## src/rtl/pci_io_target.sv

```systemverilog
// PCI I/O-space target exposing NUM_REGS 32-bit registers.
// Single data phase per access; every bus output comes straight from a flop.
module pci_io_target #(
    parameter logic [31:0] BASE_ADDR = 32'h0000_0200,
    parameter int          NUM_REGS  = 4,
    parameter logic [31:0] RESET_VAL = 32'h0000_0000
) (
    input  logic                     CLK,
    input  logic                     RST,
    input  logic [31:0]              AD_I,
    output logic [31:0]              AD_O,
    output logic [3:0]               OE_AD_N,
    input  logic [3:0]               CBE_I,
    input  logic                     FRAME_I_N,
    input  logic                     IRDY_I_N,
    output logic                     PAR_O,
    output logic                     OE_PAR_N,
    output logic                     DEVSEL_O_N,
    output logic                     OE_DEVSEL_N,
    output logic                     TRDY_O_N,
    output logic                     OE_TRDY_N,
    output logic                     STOP_O_N,
    output logic                     OE_STOP_N,
    output logic [32*NUM_REGS-1:0]   REG_Q,
    output logic [NUM_REGS-1:0]      WR_STB
);

    localparam int          IDX_W     = (NUM_REGS > 1) ? $clog2(NUM_REGS) : 1;
    localparam logic [29:0] BASE_WORD = BASE_ADDR[31:2];
    localparam logic [29:0] NUM_WORDS = 30'(NUM_REGS);
    localparam logic [3:0]  CMD_IO_RD = 4'b0010;
    localparam logic [3:0]  CMD_IO_WR = 4'b0011;

    typedef enum logic [2:0] {
        IDLE, BUSY, WR_DATA, RD_TURN, RD_DATA, BACKOFF, TURNAR
    } state_t;

    state_t                      state;
    logic [NUM_REGS-1:0][31:0]   regs;
    logic [IDX_W-1:0]            idx;
    logic                        frame_q;
    logic [29:0]                 word_off;
    logic                        dec_hit;
    logic [IDX_W-1:0]            dec_idx;

    assign REG_Q = regs;

    // NOTE: every signal assigned in always_comb gets a value on every path, so no latch is inferred.
    always_comb begin
        word_off = AD_I[31:2] - BASE_WORD;
        dec_hit  = (AD_I[31:2] >= BASE_WORD) && (word_off < NUM_WORDS);
        dec_idx  = word_off[IDX_W-1:0];
    end

    // NOTE: sequential state uses non-blocking assignments so all flops update from pre-edge values.
    always_ff @(posedge CLK) begin
        // An address phase is only genuine when FRAME was high the cycle before;
        // this also makes the first cycle after reset wait out a transaction in flight.
        frame_q <= FRAME_I_N;
        if (RST) begin
            state       <= IDLE;
            idx         <= '0;
            // NOTE: the register file is reset because software may read it before any write.
            for (int i = 0; i < NUM_REGS; i++) regs[i] <= RESET_VAL;
            WR_STB      <= '0;
            AD_O        <= '0;
            OE_AD_N     <= 4'b1111;
            PAR_O       <= 1'b0;
            OE_PAR_N    <= 1'b1;
            DEVSEL_O_N  <= 1'b1;
            OE_DEVSEL_N <= 1'b1;
            TRDY_O_N    <= 1'b1;
            OE_TRDY_N   <= 1'b1;
            STOP_O_N    <= 1'b1;
            OE_STOP_N   <= 1'b1;
        end else begin
            WR_STB <= '0;
            if (OE_AD_N == 4'b0000) begin
                PAR_O    <= ^{AD_O, CBE_I};
                OE_PAR_N <= 1'b0;
            end else begin
                PAR_O    <= 1'b0;
                OE_PAR_N <= 1'b1;
            end

            unique case (state)
                IDLE: begin
                    if (!FRAME_I_N) begin
                        if (frame_q && dec_hit && CBE_I == CMD_IO_WR) begin
                            state       <= WR_DATA;
                            idx         <= dec_idx;
                            DEVSEL_O_N  <= 1'b0;
                            OE_DEVSEL_N <= 1'b0;
                            TRDY_O_N    <= 1'b0;
                            OE_TRDY_N   <= 1'b0;
                            OE_STOP_N   <= 1'b0;
                        end else if (frame_q && dec_hit && CBE_I == CMD_IO_RD) begin
                            state       <= RD_TURN;
                            idx         <= dec_idx;
                            DEVSEL_O_N  <= 1'b0;
                            OE_DEVSEL_N <= 1'b0;
                            OE_TRDY_N   <= 1'b0;
                            OE_STOP_N   <= 1'b0;
                            OE_AD_N     <= 4'b0000;
                            AD_O        <= regs[dec_idx];
                        end else begin
                            state <= BUSY;
                        end
                    end
                end

                BUSY: begin
                    if (FRAME_I_N && IRDY_I_N) state <= IDLE;
                end

                WR_DATA: begin
                    if (!IRDY_I_N && !TRDY_O_N) begin
                        for (int b = 0; b < 4; b++)
                            if (!CBE_I[b]) regs[idx][8*b +: 8] <= AD_I[8*b +: 8];
                        WR_STB[idx] <= 1'b1;
                        TRDY_O_N    <= 1'b1;
                        if (!FRAME_I_N) begin
                            state    <= BACKOFF;
                            STOP_O_N <= 1'b0;
                        end else begin
                            state      <= TURNAR;
                            DEVSEL_O_N <= 1'b1;
                        end
                    end else if (FRAME_I_N && IRDY_I_N) begin
                        state      <= TURNAR;
                        DEVSEL_O_N <= 1'b1;
                        TRDY_O_N   <= 1'b1;
                    end
                end

                RD_TURN: begin
                    if (FRAME_I_N && IRDY_I_N) begin
                        state      <= TURNAR;
                        DEVSEL_O_N <= 1'b1;
                        OE_AD_N    <= 4'b1111;
                        AD_O       <= '0;
                    end else begin
                        state    <= RD_DATA;
                        TRDY_O_N <= 1'b0;
                        AD_O     <= regs[idx];
                    end
                end

                RD_DATA: begin
                    if (!IRDY_I_N && !TRDY_O_N) begin
                        OE_AD_N  <= 4'b1111;
                        AD_O     <= '0;
                        TRDY_O_N <= 1'b1;
                        if (!FRAME_I_N) begin
                            state    <= BACKOFF;
                            STOP_O_N <= 1'b0;
                        end else begin
                            state      <= TURNAR;
                            DEVSEL_O_N <= 1'b1;
                        end
                    end else if (FRAME_I_N && IRDY_I_N) begin
                        state      <= TURNAR;
                        DEVSEL_O_N <= 1'b1;
                        TRDY_O_N   <= 1'b1;
                        OE_AD_N    <= 4'b1111;
                        AD_O       <= '0;
                    end else begin
                        AD_O <= regs[idx];
                    end
                end

                BACKOFF: begin
                    if (FRAME_I_N) begin
                        state      <= TURNAR;
                        DEVSEL_O_N <= 1'b1;
                        STOP_O_N   <= 1'b1;
                    end
                end

                TURNAR: begin
                    OE_DEVSEL_N <= 1'b1;
                    OE_TRDY_N   <= 1'b1;
                    OE_STOP_N   <= 1'b1;
                    state       <= FRAME_I_N ? IDLE : BUSY;
                end

                default: state <= IDLE;
            endcase
        end
    end

endmodule

```

## config.mk

```make
export PLATFORM = sky130hd
export DESIGN_NAME = pci_io_target
export DESIGN_NICKNAME = d
export VERILOG_FILES = /design/src/rtl/pci_io_target.sv
export SDC_FILE = /design/constraint.sdc
export NUM_CORES = 1
export LEC_CHECK = 0
export ABC_AREA = 1
export CAP_MARGIN = 20
export CORE_MARGIN = 2
export CORE_UTILIZATION = 50
export DETAILED_ROUTE_END_ITERATION = 8
export HOLD_SLACK_MARGIN = 0.12
export PLACE_DENSITY_LB_ADDON = 0.2
export REMOVE_ABC_BUFFERS = 1
export SLEW_MARGIN = 40
export SYNTH_ARGS = -nofsm -noshare
export SYNTH_HDL_FRONTEND = slang
export SYNTH_SLANG_ARGS = --single-unit
```

## constraint.sdc

```tcl
create_clock -name CLK -period 3.28 [get_ports CLK]
set_input_delay 0.656 -clock CLK [delete_from_list [all_inputs] [get_ports CLK]]
set_output_delay 0.656 -clock CLK [all_outputs]
set_load 0.05 [all_outputs]
```

==> results.md <==
- Kind of critical path: primary input to register
- Largest net degree at the start of global routing: 74
- Chip width: 141 um
- Slew headroom: 40.9%
- Hold crit path type: register to register
- Antenna diodes: 0
- Tcrit/Tclk final: 85.7%
- Reg clk slew, reported paths: 0.07 ns
- First-pass GRT wire length: 52.2 mm
- DR vias/cell: 5.89
- Layout cells sized above 1: 6.26%
- CTS resizes: 0
- Max IR drop VDD: 0.731 mV
- Drt first pass iters: 6
- Min-Delay Path Depth: 2
- Area leader, netlist: dfxtp_1
- Fin crit period: 2.81 ns
- Final #Nets: 1,628
- Post-Place Cells: 1,794
- GRT Total Usage: 32.8%
- Main synth FF type: dfxtp_1
- Compound-Gate Fraction of Synth Area: 28.2%
- Final Power: 9140 uW
- Pre-CTS WS: 0.0466 ns
- Synth Area in Simple Gates: 21.9%
- Mean Syn Cell Area: 6.74 um^2
- Die height: 141 um
- Post-CTS Setup Bufs: 0
- Switching share of power: 42.9%
- Critical path arrival: 3.15 ns
- Hpwl dp: 22.0 mm
- Synth top area share: 38.6%
- Cts hold-fix bufs: 0
- Initial DRC count: 1,111
- Mux contribution to synthesized area: 0%
- CP required: 3.62 ns
- Clock Path Buffers: 2
- # IOs: 216
- P_leak: 0.00492 uW
- FMAX: 356 MHz
- H-Tree Depth: 4
- NetSw: 3920 uW
- Initial core utilization: 51.5%
- Die area: 0.0198 mm^2
- Antenna violations before repair: 0
- Yosys cell types: 36
- Largest family of logic cells by synthesized area: compound AO/OA/AOI/OAI gates
- GP Congestion: 0.955
- WL per Instance: 18.1 um
- Power Density: 732 mW/mm^2
- Mapped Cells: 1,387
- R2R cell count: 9
- Post-Synth Adder-Cell Area: 0.536%
- R2R setup slack: 1.18 ns
- Synth top area cells: dfxtp_1 39%, a21oi_1 12%, o21ai_0 11%
- Core area: 0.0181 mm^2
- Fin. max-slew vios: 0
- Number of synthesized flops with an enable pin: 0
- RSZ-0062 raised after global routing: no
- Grt ovf: 0
- Vias in the first global route: 9,920
- Sequential share of power: 29.4%
- Root buf cell: clkbuf_16
- Finished Layout Cells: 1,826
- Setup ws final: 0.470 ns
- Core Util, Final: 68.8%
- Seq cells post-synth: 180
- DRC Markers: 0
- Post-synth ARST share: 0%
- Final Hold Viols: 0
- Post-Route WL: 33.0 mm
- Synth Cell Area: 0.00934 mm^2
- Setup-failing EPs final: 0
- Sequential fraction of the synthesis area: 38.6%
- Run status: complete, no violations
- Clk pwr share: 24.5%
- Synth Area in XOR/XNOR: 3.28%
- Clock Latency Late Sink: 0.44 ns
- Largest fanout on the critical path: 15
- Post-synth top cells: 241 x nor2_1, 228 x a21oi_1, 204 x o21ai_0
- Critical Path End Type: register
- Port buffer count: 215
- Worst Skew: 0.00827 ns
- CP Launch Type: primary input
- Worst-margin pin slew: 0.887 ns
- TritonCTS clock tree: yes
- Comb pwr share: 46.0%
- Clock sinks: 180
- Ys Warns: 0
- Area delta synth->final: 33.6%
- Num CTS Buffers: 17
- Most common cell in the netlist: nor2_1
- Via count: 10.8k
- Int Pwr: 5220 uW
- Antenna viol nets, final: 0
- Row Count: 49
- Max_cap viols: 0
kinds of logic (layout without fill, tap and decap cells):
logic type	count (synthesis)	in the layout
AO/OA/AOI/OAI	495	495
adder cells (fa/ha/maj)	4	4
XOR/XNOR	35	35
flip-flops	180	180
AND/OR/NAND/NOR	503	503
buffers and inverters	170	380
registers in the layout, summed over array words and instances, names as in the netlist, 2 cells and up:
name,flops
state,3
WR_STB,4
idx,2
OE_AD_N,4
AD_O,32
REG_Q,128
placed cells by master, fill, tap and decap left out, types with 8 or more instances in the layout:
cell type | netlist | routed
nor2_1 | 241 | 239
nand3_1 | 69 | 69
a21oi_1 | 228 | 228
a22oi_1 | 41 | 41
xor2_1 | 8 | 8
xnor2_1 | 27 | 27
o21ai_0 | 204 | 204
clkdlybuf4s50_1 | 0 | 214
buf_4 | 2 | 44
dfxtp_1 | 180 | 180
nand2_1 | 172 | 171
clkbuf_16 | 0 | 17
inv_1 | 77 | 76
power by group through the flow:
stage                     Clock [uW]  Combinational, uW  Sequential [uW]
final                           2240               4210             2690
after global routing            2350               4530             2710
after CTS                       2260               4190             2680
after detailed placement           0               4170             2730
after global placement             0               4100             2730
after floorplan                    0               2020             3440
final timing paths:
| path | startpoint | end |
|---|---|---|
| setup / recovery | AD_I[10] | AD_O[8]$_SDFFE_PP0P_ |
| setup reg to reg | state[0]$_SDFFE_PP0P_ | AD_O[11]$_SDFFE_PP0P_ |
| hold / removal | STOP_O_N$_SDFFE_PP1P_ | STOP_O_N$_SDFFE_PP1P_ |
| hold reg to reg | STOP_O_N$_SDFFE_PP1P_ | STOP_O_N$_SDFFE_PP1P_ |
metrics by stage:
stage                     area (um^2)  setup TNS (ns)  hold WS, ns
after floorplan                  8950           -4.13        0.465
after global placement          11800               0        0.473
after detailed placement        11800               0        0.468
after CTS                       12500               0        0.486
after global routing            12500               0        0.509
final                           12500               0        0.483
area by class of cell:
cell class                 count  area (um^2)
multi-input combinational   1037         5060
clock buffer                  19          453
inverter                      84          317
tap                          229          287
clock inverter                13          186
sequential                   180         3600
timing repair buffer         264         2580
fill                        1560         5670
worst max-delay path, cell delays in order:
cell,delay [ns]
clkdlybuf4s50_1,0.47
inv_1,0.11
ha_1,0.16
nand2_1,0.10
nor2_4,0.28
nand3b_1,0.16
nand2_1,0.09
nand3_1,0.06
nor2_1,0.09
nand3_1,0.11
nor2_4,0.13
nand3b_1,0.09
nand2_2,0.16
buf_4,0.23
nand3_1,0.10
nand2_1,0.08
nor2_1,0.04
metal layers:
metal	track usage (%)	up-vias	wire, um
met5	0	-	0
met4	12.9	0	908
met3	5.71	95	3190
met2	53.9	660	15500
met1	42.9	4918	13400
li1	-	5085	-
Note: power is estimated with default switching activity, not from simulation.
